[src/rtl/read_guard.sv]
// read_guard: AXI read-channel watchdog.
// Tracks outstanding reads from the observed AR/R channels and gives each one
// a cycle budget. It also bounds how long AR may stall. When any budget is
// overrun it raises a sticky reset request and a one-cycle interrupt.
// Optional build macro READ_GUARD_PROT_CHECK_EN: flags R last beats whose ID
// matches no outstanding read (unmatched_o). Without it, unmatched_o is 0.

// One tracking entry: ID, cycle counter and budget for one outstanding read.
module read_guard_entry #(
    parameter int IdWidth  = 4,
    parameter int CntWidth = 12
) (
    input  logic                clk_i,
    input  logic                rst_i,
    input  logic                clear_i,
    input  logic                alloc_i,
    input  logic                free_i,
    input  logic                freeze_i,
    input  logic [IdWidth-1:0]  id_i,
    input  logic [CntWidth-1:0] budget_i,
    output logic                valid_o,
    output logic [IdWidth-1:0]  id_o,
    output logic [CntWidth-1:0] cnt_o,
    output logic                timed_out_o
);
    localparam logic [CntWidth-1:0] CntMax = '1;

    logic [CntWidth-1:0] budget_q;

    // Allocate, free or age the entry; the counter holds while a reset request is pending.
    always_ff @(posedge clk_i) begin
        if (rst_i || clear_i) begin
            valid_o  <= 1'b0;
            id_o     <= '0;
            cnt_o    <= '0;
            budget_q <= '0;
        end else if (alloc_i) begin
            valid_o  <= 1'b1;
            id_o     <= id_i;
            cnt_o    <= '0;
            budget_q <= budget_i;
        end else if (free_i) begin
            valid_o <= 1'b0;
        end else if (valid_o && !freeze_i && cnt_o != CntMax) begin
            cnt_o <= cnt_o + 1'b1;
        end
    end

    assign timed_out_o = valid_o && (cnt_o > budget_q);
endmodule

module read_guard #(
    parameter int MaxRdTxns = 8,
    parameter int IdWidth   = 4,
    parameter int CntWidth  = 12
) (
    input  logic                             clk_i,
    input  logic                             rst_i,
    input  logic                             ar_valid_i,
    input  logic                             ar_ready_i,
    input  logic [IdWidth-1:0]               ar_id_i,
    input  logic [7:0]                       ar_len_i,
    input  logic                             r_valid_i,
    input  logic                             r_ready_i,
    input  logic [IdWidth-1:0]               r_id_i,
    input  logic                             r_last_i,
    input  logic [7:0]                       budget_ar_i,
    input  logic [7:0]                       budget_base_i,
    input  logic [3:0]                       budget_beat_i,
    input  logic                             reset_clear_i,
    output logic                             reset_req_o,
    output logic                             irq_o,
    output logic                             overflow_o,
    output logic                             unmatched_o,
    output logic [$clog2(MaxRdTxns+1)-1:0]   txn_cnt_o,
    output logic [IdWidth-1:0]               timeout_id_o
);
    localparam int TxnW = $clog2(MaxRdTxns + 1);
    localparam int IdxW = (MaxRdTxns > 1) ? $clog2(MaxRdTxns) : 1;
    // The widest budget is 255 + 256*15 = 4095, so 14 bits never overflow.
    localparam logic [13:0] BudgetSat = (CntWidth >= 14) ? 14'h3fff
                                      : 14'((32'd1 << CntWidth) - 32'd1);

    logic [MaxRdTxns-1:0]               ent_valid, ent_to, alloc_vec, free_vec;
    logic [MaxRdTxns-1:0][IdWidth-1:0]  ent_id;
    logic [MaxRdTxns-1:0][CntWidth-1:0] ent_cnt;

    logic                ar_hs, r_last_hs, full, match, do_alloc, do_ret;
    logic [IdxW-1:0]     alloc_idx, ret_idx;
    logic [CntWidth-1:0] best_cnt;
    logic [13:0]         budget_calc, budget_sat;
    logic [CntWidth-1:0] budget_new;
    logic                ent_hit, detect, first_to;
    logic [IdWidth-1:0]  hit_id;
    logic [7:0]          stall_cnt;

    assign ar_hs     = ar_valid_i && ar_ready_i;
    assign r_last_hs = r_valid_i && r_ready_i && r_last_i;

    assign budget_calc = 14'(budget_base_i)
                       + (14'(ar_len_i) + 14'd1) * 14'(budget_beat_i);
    assign budget_sat  = (budget_calc > BudgetSat) ? BudgetSat : budget_calc;
    assign budget_new  = CntWidth'(budget_sat);

    // Lowest-index free entry; the table is full when none is free.
    always_comb begin
        full      = 1'b1;
        alloc_idx = '0;
        for (int i = MaxRdTxns - 1; i >= 0; i--) begin
            if (!ent_valid[i]) begin
                full      = 1'b0;
                alloc_idx = IdxW'(i);
            end
        end
    end

    // Oldest (largest counter) entry with the R ID; strict compare keeps ties at lowest index.
    always_comb begin
        match    = 1'b0;
        ret_idx  = '0;
        best_cnt = '0;
        for (int i = 0; i < MaxRdTxns; i++) begin
            if (ent_valid[i] && ent_id[i] == r_id_i && (!match || ent_cnt[i] > best_cnt)) begin
                match    = 1'b1;
                ret_idx  = IdxW'(i);
                best_cnt = ent_cnt[i];
            end
        end
    end

    // ID of the lowest-index timed-out entry; falls back to the stalled AR ID.
    always_comb begin
        ent_hit = 1'b0;
        hit_id  = ar_id_i;
        for (int i = MaxRdTxns - 1; i >= 0; i--) begin
            if (ent_to[i]) begin
                ent_hit = 1'b1;
                hit_id  = ent_id[i];
            end
        end
    end

    assign do_alloc = ar_hs && !full;
    assign do_ret   = r_last_hs && match;
    assign detect   = ent_hit || (stall_cnt > budget_ar_i);
    assign first_to = detect && !reset_req_o;

    // One-hot allocate/free strobes towards the entry array.
    always_comb begin
        alloc_vec = '0;
        free_vec  = '0;
        if (do_alloc) alloc_vec[alloc_idx] = 1'b1;
        if (do_ret)   free_vec[ret_idx]    = 1'b1;
    end

    for (genvar g = 0; g < MaxRdTxns; g++) begin : g_ent
        read_guard_entry #(
            .IdWidth  (IdWidth),
            .CntWidth (CntWidth)
        ) u_ent (
            .clk_i       (clk_i),
            .rst_i       (rst_i),
            .clear_i     (reset_clear_i),
            .alloc_i     (alloc_vec[g]),
            .free_i      (free_vec[g]),
            .freeze_i    (reset_req_o),
            .id_i        (ar_id_i),
            .budget_i    (budget_new),
            .valid_o     (ent_valid[g]),
            .id_o        (ent_id[g]),
            .cnt_o       (ent_cnt[g]),
            .timed_out_o (ent_to[g])
        );
    end

    // AR stall counter: consecutive valid-without-ready cycles, frozen during a reset request.
    always_ff @(posedge clk_i) begin
        if (rst_i || reset_clear_i) begin
            stall_cnt <= '0;
        end else if (!ar_valid_i || ar_ready_i) begin
            stall_cnt <= '0;
        end else if (!reset_req_o && stall_cnt != 8'hff) begin
            stall_cnt <= stall_cnt + 8'd1;
        end
    end

    // Outstanding count tracks the table exactly: +1 per allocate, -1 per retire.
    always_ff @(posedge clk_i) begin
        if (rst_i || reset_clear_i) begin
            txn_cnt_o <= '0;
        end else begin
            txn_cnt_o <= txn_cnt_o + TxnW'(do_alloc) - TxnW'(do_ret);
        end
    end

    // Sticky status: reset request with its rising-edge interrupt, captured ID, overflow.
    always_ff @(posedge clk_i) begin
        if (rst_i || reset_clear_i) begin
            reset_req_o  <= 1'b0;
            irq_o        <= 1'b0;
            overflow_o   <= 1'b0;
            timeout_id_o <= '0;
        end else begin
            irq_o <= first_to;
            if (first_to) begin
                reset_req_o  <= 1'b1;
                timeout_id_o <= hit_id;
            end
            if (ar_hs && full) overflow_o <= 1'b1;
        end
    end

`ifdef READ_GUARD_PROT_CHECK_EN
    // Sticky flag for an R last beat that no outstanding read accounts for.
    always_ff @(posedge clk_i) begin
        if (rst_i || reset_clear_i) begin
            unmatched_o <= 1'b0;
        end else if (r_last_hs && !match) begin
            unmatched_o <= 1'b1;
        end
    end
`else
    assign unmatched_o = 1'b0;
`endif
endmodule

[config.mk]
export PLATFORM = sky130hd
export DESIGN_NAME = read_guard
export DESIGN_NICKNAME = d
export VERILOG_FILES = /design/src/rtl/read_guard.sv
export SDC_FILE = /design/constraint.sdc
export NUM_CORES = 1
export LEC_CHECK = 0
export CORE_ASPECT_RATIO = 0.5
export CORE_UTILIZATION = 45
export DETAILED_ROUTE_END_ITERATION = 12
export PLACE_DENSITY = 0.75
export SYNTH_ARGS = -nofsm -noshare
export SYNTH_HDL_FRONTEND = slang
export SYNTH_SLANG_ARGS = --single-unit
[constraint.sdc]
create_clock -name clk_i -period 17.1 [get_ports clk_i]
set_clock_uncertainty 0.05 [all_clocks]
set_input_delay 1.71 -clock clk_i [delete_from_list [all_inputs] [get_ports clk_i]]
set_output_delay 1.71 -clock clk_i [all_outputs]
set_load 0.01 [all_outputs]
**Word-level counts from Yosys, hierarchy flattened**

Cells that the tools add are included.

- Bits in registers: 251
- Output and inout bits: 12
- Logic and storage cells: 269

- Add/subtract/negate cells: 13
- $mul: 1
- Magnitude comparators: 21
- Equal/unequal tests: 17
- Multiplexer cells: 77
- Bitwise operators: 8
- Reductions and logical operators: 94

Operators with widths:

| cell | count |
|---|---|
| > comparator 12 bit | 15 |
| adder 12 x 1 -> 12 bit (second input constant) | 8 |
| 2-to-1 mux 12 bit | 8 |
| != test 12 bit (second input constant) | 8 |
| logical AND 1 bit | 49 |
| 2-to-1 mux 1 bit | 43 |
| 2-to-1 mux 3 bit | 14 |
| equality test 4 bit | 8 |
| 2-to-1 mux 4 bit | 8 |
| OR reduction 2 bit | 9 |
| 2-to-1 mux 8 bit | 2 |
| AND reduction 2 bit | 8 |
| nonzero test 2 bit | 8 |
| adder 8 x 13 -> 14 bit | 1 |
| > comparator 14 x 12 -> 1 bit (second input constant) | 1 |
| multiplier 9 x 4 -> 13 bit | 1 |
| zero test 1 bit | 10 |
| logical OR 1 bit | 10 |
| adder 8 x 1 -> 9 bit (second input constant) | 1 |
| adder 8 x 1 -> 8 bit (second input constant) | 1 |
| > comparator 8 bit | 1 |
| less-than comparator 3 x 4 -> 1 bit (second input constant) | 2 |
| != test 8 bit (second input constant) | 1 |
| inverter 1 bit | 8 |
| 4 further kinds | 6 |

**Longest topological paths before layout**

Gate-level depths: netlist of run 1.

- Depth in word-level cells: 38
- Mapped depth: 77
- Depth with buffers taken out: 63

**Modules after synthesis**

Synthesis of run 1 repeated with hierarchy kept, for this count alone.

- Cells, all modules: 2,210
- Area total of the unflattened synthesis: 18,584.1 µm²

Modules (own cells, without submodules):

| module | times used | cells each | area an instance (µm²) |
|---|---|---|---|
| read_guard_entry (g_ent[0].u_ent ...) | 7 | 168 | 1,511.4 |
| read_guard | 1 | 865 | 6,516.2 |
| read_guard_entry (g_ent[7].u_ent) | 1 | 169 | 1,487.7 |

**Least setup slack after synthesis of run 1**

OpenSTA, ideal clock, no wires.

- Kind: input -> register
- Start point: input port r_id_i[0]
- End point: register g_ent[0].u_ent.cnt_o[0]
- Arrival time: 16,449 ps
- Slack: 477 ps
- Cell stages on the path: 74
- Path buffers: 14
- Path through: buf_6 -> xor2_1 -> nor3_2 -> and3_1 -> clkbuf_1 -> nand2_1 -> ha_1 -> a21o_1 -> a21o_1 -> a21o_1 -> o41ai_1 -> a21o_1 -> buf_2 -> mux2_2 -> ha_1 -> nand4_1 -> a211o_1 -> a31o_2 -> [... 38 more ...] -> a41o_1 -> buf_2 -> nor2_1 -> clkbuf_1 -> nand2_1 -> o21ai_0 -> a21oi_1 -> ha_1 -> nor2b_1 -> o211ai_1 -> a211oi_1 -> o41a_1 -> a211oi_4 -> nand4_1 -> o311ai_4 -> buf_6 -> xnor2_1 -> nor2_1

- Word-level cells in the longest chain between the ends: 38
- Elaborated cells between the ends (all ways): 75

Ends and longest elaborated chain:

| what | RTL line | text |
|---|---|---|
| from (decl) | 65 | `input logic [IdWidth-1:0] r_id_i,` |
| equality test 4 bit | 123 | `if (ent_valid[i] && ent_id[i] == r_id_i && (!match \|\| ent_cnt[i] > best_cnt)) begin` |
| logical AND 1 bit | 123 |  |
| 2-to-1 mux 12 bit / 2-to-1 mux 1 bit (equally long branches) | 123 |  |
| > comparator 12 bit / zero test 1 bit (equally long branches) | 123 |  |
| logical OR 1 bit | 123 |  |
| logical AND 1 bit | 123 |  |
| 2-to-1 mux 12 bit / 2-to-1 mux 1 bit (equally long branches) | 123 |  |
| > comparator 12 bit / zero test 1 bit (equally long branches) | 123 |  |
| [... 22 more ...] | - |  |
| 2-to-1 mux 3 bit | 123 |  |
| less-than comparator 3 x 4 -> 1 bit (not written as such) / greater-or-equal comparator 3 x 1 -> 1 bit (equally long branches) | 153 | `if (do_ret) free_vec[ret_idx] = 1'b1;` |
| logical AND 1 bit (not written as such) | 153 |  |
| 2-to-1 mux 1 bit (not written as such) | 153 |  |
| demux 1 bit (select 3 bit) | 153 |  |
| 2-to-1 mux 8 bit * | 153 |  |
| inverter 1 bit (no source line) * | - |  |
| AND reduction 2 bit (no source line) * | - |  |
| to (signal assigned) | 45 | `cnt_o <= cnt_o + 1'b1;` |
| to (decl) | 23 | `output logic [CntWidth-1:0] cnt_o,` |

Mark *: on every way between the ends. The rest lies on a longest branch, timed or not.
A chain may end at the register's enable or synchronous reset.

**Worst setup path in the final report of run 1**

- Start point: input port r_id_i[0]
- End point: register g_ent[5].u_ent.cnt_o[3]

- Word-level cells in the longest chain between the ends: 38
- Elaborated cells between the ends (all ways): 75

Ends and longest elaborated chain:

| what | RTL line |
|---|---|
| equality test 4 bit | 123 |
| logical AND 1 bit | 123 |
| 2-to-1 mux 12 bit / 2-to-1 mux 1 bit (equally long branches) | 123 |
| > comparator 12 bit / zero test 1 bit (equally long branches) | 123 |
| logical OR 1 bit | 123 |
| logical AND 1 bit | 123 |
| 2-to-1 mux 12 bit / 2-to-1 mux 1 bit (equally long branches) | 123 |
| > comparator 12 bit / zero test 1 bit (equally long branches) | 123 |
| [... 22 more ...] | - |
| 2-to-1 mux 3 bit | 123 |
| less-than comparator 3 x 4 -> 1 bit (not written as such) / greater-or-equal comparator 3 x 1 -> 1 bit (equally long branches) | 153 |
| logical AND 1 bit (not written as such) | 153 |
| 2-to-1 mux 1 bit (not written as such) | 153 |
| demux 1 bit (select 3 bit) | 153 |
| 2-to-1 mux 8 bit * | 153 |
| inverter 1 bit (no source line) * | - |
| AND reduction 2 bit (no source line) * | - |
| to (signal assigned) | 45 |
| to (decl) | 23 |

Marked as above.

==> summary.md, run 1 <==
| Metric | Value |
|---|---|
| DRT antenna net count | 0 |
| Most common cell after layout, fill and taps aside | dfxtp_1 |
| Final setup margin | 741 ps |
| VDD IR-drop max | 0.0000836 V |
| Reg clk slew, reported paths | 60 ps |
| First-pass DRT Iterations | 6 |
| Worst Path Class, Setup | input port to register |
| Syn_area_per_cell | 8.09 µm² |
| Core area | 39400 µm² |
| Hold Crit Depth | 2 |
| Post-place setup slack | -695 ps |
| MaxCap Viol Count | 0 |
| Wire length per cell | 18.9 µm |
| Final min period | 16360 ps |
| Yosys cell types | 84 |
| Post-synth EDFFs | 0 |
| Starting Density | 0.463 |
| Cell Pwr Density | 75.0 nW/µm² |
| Layout Utilization | 0.515 |
| Worst skew pair latency | 560 ps |
| R2R Setup Slk | 1970 ps |
| First-pass GRT wire length | 83600 µm |
| Reg power frac | 0.387 |
| R2R cell count | 63 |
| HPWL after DPL | 39100 µm |
| RR Startpoint | g_ent[0].u_ent.valid_o$_SDFFE_PP0P_ |
| Max-Slew Margin vs Limit | 0.137 |
| Die H | 144 µm |
| CTS Hold Bufs | 0 |
| Combinational Power Share | 0.191 |
| Total CTS buffers | 26 |
| Deepest level of the CTS H-tree | 1 |
| Die W | 287 µm |
| RSZ-0062 raised after global routing | false |
| Leakage Power | 7.85 nW |
| Row Count | 51 |
| Remaining Overflow, GRT | 0 |
| CTS tree | done |
| Fraction of layout cells with a size suffix above 1 | 0.0697 |
| Worst slew pin tran | 1290 ps |
| Antenna Cells | 0 |
| Most frequent cells in the layout | 251 x dfxtp_1, 238 x nor2_1, 227 x ha_1, 186 x a21oi_1, 174 x inv_1 |
| Fin. Hold Viols | 0 |
| Critical path peak fanout | 39 |
| Longest Clk Path Bufs | 3 |
| WHS | 431 ps |
| Crit path largest cell delay | 640 ps |
| Worst EP arrival | 16740 ps |
| Largest net degree at the start of global routing | 106 |
| Dpl cell area | 19300 µm² |
| Post-synth ARST share | 0 |
| Hold EP | timeout_id_o[3]$_SDFFE_PP0P_ |
| Slowest CP cell | a311o_1 |
| Switching Share | 0.312 |
| CP required | 17480 ps |
| Layout Nets | 2556 |
| Critical Path Source Type | input port |
| GR Util All Layers | 0.254 |
| R2R Path End | g_ent[5].u_ent.cnt_o[3]$_SDFFE_PP0P_ |
| Final slew viol count | 0 |
| FMAX | 61.1 MHz |
| Hold path startpoint | timeout_id_o[3]$_SDFFE_PP0P_ |
| Post-route design area | 20300 µm² |
| Sw Pwr | 475 µW |
| Gate Count Post-Synth | 2253 |
| Final setup fails | 0 |
| Syn nets | 2546 |
| Vias in the first global route | 15300 |
| # port buffers | 54 |
| Clock group share of total power | 0.422 |
| Critical path endpoint category | register |
| Final Routed Wirelength | 53200 µm |
| Flops & latches, synth | 251 |
| Status | finished, final reports clean |
| Clock root buffer | clkbuf_16 |
| Routability Congestion | 0.964 |
| DRC | 0 |
| Post-synthesis sequential area ratio | 0.276 |
| Yosys warnings | 0 |
| Final period utilization | 0.957 |
| Area delta synth->final | 11.2% |
| Vias per cell | 5.91 |
| Die area | 41400 µm² |
| Clk sink count | 251 |
| Area of the mapped netlist | 18200 µm² |
| CP most frequent cell | ha_1 |
| 1st-iter DRT viols | 1538 |
| Via count | 16600 |
| Initial antenna violation count | 0 |
| P_int | 1.05 mW |
| I/O pin count | 56 |
| Main synth FF type | dfxtp_1 |
| Worst min path class | register to register |
==> worst max-delay path by stage <==
stage / slack (ps) / cells past startpoint / endpoint / startpoint
after floorplan: 480 / 74 / g_ent[0].u_ent.cnt_o[0]$_SDFFE_PP0P_ / r_id_i[0]
after global placement: -250 / 66 / g_ent[0].u_ent.cnt_o[8]$_SDFFE_PP0P_ / r_id_i[0]
after detailed placement: -690 / 66 / g_ent[0].u_ent.cnt_o[6]$_SDFFE_PP0P_ / r_id_i[0]
after CTS: 4 / 66 / g_ent[1].u_ent.cnt_o[1]$_SDFFE_PP0P_ / r_id_i[0]
after global routing: 30 / 67 / g_ent[5].u_ent.cnt_o[8]$_SDFFE_PP0P_ / r_id_i[0]
final: 740 / 66 / g_ent[5].u_ent.cnt_o[3]$_SDFFE_PP0P_ / r_id_i[0]
==> layer usage <==
metal  wire length (µm)  track usage  vias up
met1              24400        0.348     7855
met5                  0            0        -
li1                   -            -     8102
met2              23400        0.407      557
met3               3660       0.0386      118
met4               1720       0.0847        0
==> power groups by stage <==
stage          Combinational (mW)  Clock (mW)  Sequential [mW]
2_1_floorplan               0.162           0            0.601
3_3_place_gp                0.281           0            0.602
3_5_place_dp                0.284           0            0.602
4_1_cts                     0.285       0.649            0.588
5_1_grt                     0.307       0.673            0.588
6_report                    0.291       0.641            0.588
==> metrics by stage <==
stage	setup TNS (ps)	total power, mW	cells
2_1_floorplan	0	0.763	2253
3_3_place_gp	-3010	0.883	2762
3_5_place_dp	-23030	0.886	2762
4_1_cts	0	1.52	2810
5_1_grt	0	1.57	2812
6_report	0	1.52	2812
==> critical path: cells and delay by family <==
family | cells | cell delay (ps)
buffers and inverters | 7 | 1580
AOI/OAI and AO/OA | 32 | 7580
adders and majority gates | 7 | 2080
xor gates and xnor gates | 2 | 340
and+or+nand+nor | 16 | 2740
muxes | 2 | 670
==> final cells by class <==
type	instances	area (µm²)
Fill cell	3667	19100
Timing Repair Buffer	82	788
Tap cell	530	663
Multi-Input combinational cell	1728	12200
Clock buffer	32	734
Sequential cell	251	5020
Inverter	174	653
Clock inverter	15	210
==> cells in the mapped netlist (all sizes together) (44+ instances only) <==
cell type  instances  area share
a21oi            186       0.051
nor2             242       0.050
dfxtp            251        0.28
a211oi            72       0.030
clkbuf            77       0.016
or3               46       0.016
o21ai            124       0.034
nand3             66       0.019
inv              174       0.036
xnor2             46       0.022
nand4             57       0.020
xor2              44       0.022
ha               227        0.16
nand2            169       0.035
==> flip-flops by register name, summed over array words and instances (netlist names) <==
signal / cells
overflow_o: 1
timeout_id_o: 4
irq_o: 1
g_ent.u_ent.budget_q: 96
txn_cnt_o: 4
g_ent.u_ent.cnt_o: 96
g_ent.u_ent.valid_o: 8
stall_cnt: 8
g_ent.u_ent.id_o: 32
reset_req_o: 1
==> timing repair <==
item,CTS,global route
setup buffers,1,1
pin swaps,1,2
endpoints found under the setup margin,12,102
resized for setup,0,9
gates cloned,0,1
==> logic make-up after synthesis <==
family / synth area share
adder cells (fa/ha/maj): 0.180
AND/OR/NAND/NOR: 0.203
flip-flops: 0.276
buffers and inverters: 0.0599
multiplexers: 0.0303
other: 0.000206
XOR/XNOR: 0.0437
AO/OA/AOI/OAI: 0.208
No activity file was read; power rests on OpenSTA's default activity.
==> run 2: changes to the inputs <==
- MAX_ROUTING_LAYER: default -> met4
==> run 2 against run 1 <==
Total power up 0.27%. First-iteration DRC count up 15%. Critical path depth unchanged. Sequential power about the same.
==> summary.md, run 2 (synthesized netlist as in run 1, its figures left out) <==
| Metric | Value |
|---|---|
| Fraction of layout cells with a size suffix above 1 | 0.0705 (was 0.0697) |
| Slowest CP cell | or4_1 (was a311o_1) |
| Final Routed Wirelength | 53200 µm (about the same) |
| Worst skew pair latency | 560 ps (about the same) |
| I/O pin count | 56 (unchanged) |
| Most frequent cells in the layout | 251 x dfxtp_1, 238 x nor2_1, 227 x ha_1, 186 x a21oi_1, 174 x inv_1 (unchanged) |
| Critical path endpoint category | register (unchanged) |
| DRT antenna net count | 0 (unchanged) |
| CP required | 17520 ps (was 17480 ps) |
| Top delay family on crit path | compound AO/OA/AOI/OAI gates (unchanged) |
| Longest Clk Path Bufs | 3 (unchanged) |
| GR Util All Layers | 0.257 (was 0.254) |
| Max-Slew Margin vs Limit | 0.110 (was 0.137) |
| Layout Utilization | 0.516 (was 0.515) |
| Die area | 41400 µm² (unchanged) |
| Cell Pwr Density | 75.0 nW/µm² (about the same) |
| Critical Path Source Type | input port (unchanged) |
| Clock root buffer | clkbuf_16 (unchanged) |
| Final slew viol count | 0 (unchanged) |
| Fin. Hold Viols | 0 (unchanged) |
| 1st-iter DRT viols | 1765 (was 1538) |
| Clk sink count | 251 (unchanged) |
| Status | finished, final reports clean (unchanged) |
| Critical path peak fanout | 39 (unchanged) |
| FMAX | 61.0 MHz (was 61.1 MHz) |
| Vias in the first global route | 14700 (was 15300) |
| Deepest level of the CTS H-tree | 1 (unchanged) |
| Most common cell after layout, fill and taps aside | dfxtp_1 (unchanged) |
| First-pass GRT wire length | 81400 µm (was 83600 µm) |
| Top flop regs | g_ent.u_ent.budget_q (96), g_ent.u_ent.cnt_o (96), g_ent.u_ent.id_o (32) (unchanged) |
| Row Count | 51 (unchanged) |
| Initial antenna violation count | 0 (unchanged) |
| Wire length per cell | 18.9 µm (about the same) |
| Worst min path class | register to register (unchanged) |
| Largest net degree at the start of global routing | 100 (was 106) |
| Total CTS buffers | 26 (unchanged) |
| RSZ-0062 raised after global routing | false (unchanged) |
| MaxCap Viol Count | 0 (unchanged) |
| HPWL after DPL | 39500 µm (was 39100 µm) |
| First-pass DRT Iterations | 8 (was 6) |
| Worst slew pin tran | 1300 ps (was 1290 ps) |
| CTS tree | done (unchanged) |
| Via count | 16600 (about the same) |
| Worst EP arrival | 16810 ps (was 16740 ps) |
| Vias per cell | 5.89 (was 5.91) |
| DRC | 0 (unchanged) |
| Die W | 287 µm (unchanged) |
| Final min period | 16390 ps (was 16360 ps) |
| Crit path largest cell delay | 510 ps (was 640 ps) |
| Final period utilization | 0.958 (was 0.957) |
| Final setup fails | 0 (unchanged) |
| Layout Nets | 2556 (unchanged) |
| Routability Congestion | 0.968 (was 0.964) |
| VDD IR-drop max | 0.0000730 V (was 0.0000836 V) |
| Antenna Cells | 0 (unchanged) |
| Area delta synth->final | 11.5% (was 11.2%) |
| Starting Density | 0.463 (unchanged) |
| Die H | 144 µm (unchanged) |
| Core area | 39400 µm² (unchanged) |
| # port buffers | 54 (unchanged) |
| Reg clk slew, reported paths | 60 ps (about the same) |
| Post-place setup slack | -508 ps (was -695 ps) |
| Remaining Overflow, GRT | 0 (unchanged) |
| Leakage Power | 7.85 nW (about the same) |
| Buf/Inv on CP | 6 (was 7) |
| Worst Path Class, Setup | input port to register (unchanged) |
| Final setup margin | 711 ps (was 741 ps) |
[run 2: cell count changes in the layout (fill, tap and decap cells not counted), moves of 2 or more]
cell,change
a311oi_2,-2
a311oi_4,+2
clkbuf_1,+2
clkbuf_8,+3
clkinv_2,-6
clkinvlp_4,+2
[run 2: final cells by class]
type,count,area (µm²)
clock buffers,37,783
clock inverters,11,174
fillers,3620,19000
inverters,174,653
multi-input cells,1728,12200
flip-flops and latches,251,5020
well taps,530,663
repair buffers,82,801
[run 2: what timing repair did]
action | CTS | global route
endpoints found under the setup margin | 2 | 104
cloned | 0 | 1
resized for setup | 0 | 16
pin swaps | 1 | 3
setup buffers | 0 | 3
hold buffers | 0 | 0
[run 2: path summary, 6_finish.rpt]
path	end	slack (ps)	cells after the start	from
worst min register to register	overflow_o$_SDFFE_PP0P_	430	1	overflow_o$_SDFFE_PP0P_
worst max register to register	g_ent[1].u_ent.cnt_o[5]$_SDFFE_PP0P_	1970	65	g_ent[0].u_ent.id_o[0]$_SDFFE_PP0P_
worst min-delay path	overflow_o$_SDFFE_PP0P_	430	1	overflow_o$_SDFFE_PP0P_
worst max-delay path	g_ent[1].u_ent.cnt_o[5]$_SDFFE_PP0P_	710	66	r_id_i[0]
[run 2: stage by stage]
step / TNS, ps / total power, mW / area, µm² / hold WS (ps) / cells
6_report: 0 / 1.52 / 20300 / 427 / 2813
5_1_grt: 0 / 1.57 / 20300 / 452 / 2813
4_1_cts: 0 / 1.52 / 20200 / 426 / 2809
3_5_place_dp: -17770 / 0.890 / 19300 / 410 / 2761
3_3_place_gp: -6060 / 0.888 / 19300 / 424 / 2761
2_1_floorplan: 0 / 0.763 / 18200 / 406 / 2253
[run 2: where the power goes]
part           switching, mW  internal, mW  total (mW)
Sequential           0.00169         0.587       0.588
Combinational          0.215        0.0813       0.296
Clock                  0.259         0.381       0.639
Total                  0.475          1.05        1.52
[run 2: worst register-to-register path, delay by kind of cell (launching register included)]
| family | cells | cell delay, ps |
|---|---|---|
| muxes | 1 | 380 |
| and+or+nand+nor | 15 | 2510 |
| AOI/OAI and AO/OA | 36 | 8440 |
| adders and majority gates | 7 | 2210 |
| DFF | 1 | 330 |
| buffers and inverters | 5 | 960 |
| xor gates and xnor gates | 1 | 170 |
[run 2: per-layer routing]
metal  part of all wire  vias up  global-route usage  wire, µm
met5                  0        -                   -         0
met3              0.071      107              0.0356      3780
met2               0.44      608               0.400     23500
met1               0.46     7755               0.344     24300
li1                   -     8088                   -         -
met4              0.030        0              0.0842      1610
==> run 3: changes to the inputs <==
- REMOVE_ABC_BUFFERS: default -> 1
==> run 3 against run 2 <==
Critical path depth fell by 2. First-iteration DRC count fell by 13%. Total power fell by 7.1%. Highest routed layer unchanged. Non-clock buffer count rose by 1. Combinational power barely moved. Register-to-register slack improved by 220 ps. Largest cell class unchanged. Fmax rose by 1.4%.
==> summary.md, run 3 (synthesized netlist as in run 1, its figures left out) <==
| Metric | Value |
|---|---|
| Status | finished, final reports clean (unchanged) |
| Total CTS buffers | 25 (was 26) |
| Non-filler instance count after layout | 2810 (was 2813) |
| First-pass GRT wire length | 82200 µm (was 81400 µm) |
| Final slew viol count | 0 (unchanged) |
| Vias in the first global route | 15000 (was 14700) |
| Worst skew pair latency | 550 ps (was 560 ps) |
| Crit path largest cell delay | 470 ps (was 510 ps) |
| Critical path endpoint category | register (unchanged) |
| Row Count | 51 (unchanged) |
| Critical Path Source Type | input port (unchanged) |
| Die area | 41400 µm² (unchanged) |
| Final setup fails | 0 (unchanged) |
| Wire length per cell | 18.8 µm (was 18.9 µm) |
| Worst slew pin tran | 1230 ps (was 1300 ps) |
| Buf/Inv on CP | 6 (unchanged) |
| I/O pin count | 56 (unchanged) |
| Setup TNS | 0 ps (unchanged) |
| Cell Pwr Density | 70.4 nW/µm² (was 75.0 nW/µm²) |
| Final min period | 16170 ps (was 16390 ps) |
| Slowest CP cell | a311oi_2 (was or4_1) |
| Starting Density | 0.463 (unchanged) |
| R2R Setup Slk | 2190 ps (was 1970 ps) |
| FMAX | 61.9 MHz (was 61.0 MHz) |
| RR Startpoint | g_ent[0].u_ent.id_o[2]$_SDFFE_PP0P_ (was g_ent[0].u_ent.id_o[0]$_SDFFE_PP0P_) |
| Hold path startpoint | overflow_o$_SDFFE_PP0P_ (unchanged) |
| CTS Hold Bufs | 0 (unchanged) |
| Max-Slew Margin vs Limit | 0.175 (was 0.110) |
| Fin. Hold Viols | 0 (unchanged) |
| Final period utilization | 0.945 (was 0.958) |
| FILL cells | 3700 (was 3620) |
| Most frequent cells in the layout | 251 x dfxtp_1, 238 x nor2_1, 227 x ha_1, 186 x a21oi_1, 174 x inv_1 (unchanged) |
| Vias per cell | 5.90 (was 5.89) |
| Layout Nets | 2557 (was 2556) |
| Fraction of layout cells with a size suffix above 1 | 0.0667 (was 0.0705) |
| Die H | 144 µm (unchanged) |
| R2R Path End | g_ent[3].u_ent.cnt_o[11]$_SDFFE_PP0P_ (was g_ent[1].u_ent.cnt_o[5]$_SDFFE_PP0P_) |
| # port buffers | 54 (unchanged) |
| Worst min path class | register to register (unchanged) |
| Via count | 16600 (about the same) |
| Hold EP | overflow_o$_SDFFE_PP0P_ (unchanged) |
| Top flop regs | g_ent.u_ent.budget_q (96), g_ent.u_ent.cnt_o (96), g_ent.u_ent.id_o (32) (unchanged) |
| VDD IR-drop max | 0.0000757 V (was 0.0000730 V) |
| Overall Power | 1.42 mW (was 1.52 mW) |
| HPWL after DPL | 39300 µm (was 39500 µm) |
| CTS tree | done (unchanged) |
| Top delay family on crit path | compound AO/OA/AOI/OAI gates (unchanged) |
| Reg clk slew, reported paths | 60 ps (about the same) |
| Initial antenna violation count | 1 (was 0) |
| Area delta synth->final | 10.4% (was 11.5%) |
| Largest net degree at the start of global routing | 81 (was 100) |
| WHS | 424 ps (was 427 ps) |
| Die W | 287 µm (unchanged) |
| Most common cell after layout, fill and taps aside | dfxtp_1 (unchanged) |
| Clock root buffer | clkbuf_16 (unchanged) |
| Layout Utilization | 0.511 (was 0.516) |
| MaxCap Viol Count | 0 (unchanged) |
| Worst EP arrival | 16580 ps (was 16810 ps) |
| Core area | 39400 µm² (unchanged) |
| Longest Clk Path Bufs | 3 (unchanged) |
| CP required | 17510 ps (was 17520 ps) |
| Remaining Overflow, GRT | 0 (unchanged) |
| 1st-iter DRT viols | 1537 (was 1765) |
| Leakage Power | 7.76 nW (was 7.85 nW) |
| First-pass DRT Iterations | 6 (was 8) |
| Clk sink count | 251 (unchanged) |
| Routability Congestion | 0.979 (was 0.968) |
| Placed insts | 2763 (was 2761) |
| GR Util All Layers | 0.257 (about the same) |
| RSZ-0062 raised after global routing | false (unchanged) |
| Deepest level of the CTS H-tree | 1 (unchanged) |
| Critical path peak fanout | 20 (was 39) |
| DRC | 0 (unchanged) |
| Worst Path Class, Setup | input port to register (unchanged) |
| Final Routed Wirelength | 52700 µm (was 53200 µm) |
| DRT antenna net count | 0 (unchanged) |
| Hold Crit Depth | 1 (unchanged) |
| R2R cell count | 63 (was 65) |
==> run 3: cell count changes in the layout (fill, tap and decap cells not counted), sizes merged <==
| cell | delta |
|---|---|
| clkinvlp | -2 |
| bufinv | -4 |
| inv | -2 |
| diode | +1 |
| buf | +1 |
| clkinv | +2 |
| o32a | +1 |
==> run 3: worst reg2reg max path: cells and delay by family, from the launching register on <==
family	cells	cell delay, ps
buffers and inverters	5	930
adders and majority gates	7	2230
AOI/OAI and AO/OA	33	7990
xor gates and xnor gates	1	170
muxes	1	390
DFF	1	340
and+or+nand+nor	16	2700
==> run 3: area by class of cell <==
| type | count | area [µm²] | share of cell area |
|---|---|---|---|
| Sequential cell | 251 | 5020 | 0.250 |
| Clock inverter | 5 | 27.5 | 0.00137 |
| Tap cell | 530 | 663 | 0.0330 |
| Antenna cell | 1 | 2.50 | 0.000124 |
| Clock buffer | 37 | 731 | 0.0363 |
| Inverter | 174 | 653 | 0.0325 |
| Multi-Input combinational cell | 1729 | 12200 | 0.608 |
| Timing Repair Buffer | 83 | 783 | 0.0389 |
==> run 3: worst max-delay path by stage <==
stage	slack [ps]	from	to	cells after the start
global placement	-350	r_id_i[0]	g_ent[0].u_ent.cnt_o[7]$_SDFFE_PP0P_	62
CTS	20	r_id_i[0]	g_ent[0].u_ent.cnt_o[4]$_SDFFE_PP0P_	64
detailed placement	-730	r_id_i[0]	g_ent[0].u_ent.cnt_o[4]$_SDFFE_PP0P_	63
global route	40	r_id_i[2]	g_ent[3].u_ent.cnt_o[11]$_SDFFE_PP0P_	65
floorplan	820	r_id_i[0]	g_ent[0].u_ent.cnt_o[10]$_SDFFE_PP0P_	62
finish	930	r_id_i[3]	g_ent[3].u_ent.cnt_o[11]$_SDFFE_PP0P_	64
==> run 3: layer usage <==
layer  GRT usage  vias to the layer above  wire, µm
met1       0.337                     7839     23800
met2       0.419                      576     24200
met5           -                        -         0
li1            -                     8081         -
met4      0.0712                        0      1260
met3      0.0314                       95      3440
==> run 3: stage by stage <==
| step | area (µm²) | setup WS [ps] |
|---|---|---|
| after global routing | 20100 | 35.1 |
| after floorplan | 17800 | 818 |
| after detailed placement | 19200 | -730 |
| final | 20100 | 934 |
| after CTS | 20000 | 19.9 |
| after global placement | 19200 | -347 |
==> run 3: repair_timing <==
item	4_1_cts	5_1_grt
setup endpoints to repair	19	103
gates resized for setup	1	14
hold endpoints to repair	0	0
cloned	0	2
setup buffers	0	2
pin swaps	1	5
==> run 3: report_power, final <==
group	leakage (nW)	switching (mW)	internal [mW]	total [mW]
clock	0.374	0.238	0.293	0.531
sequential	2.02	0.00182	0.587	0.589
combinational	5.36	0.216	0.0799	0.296
total	7.76	0.456	0.960	1.42
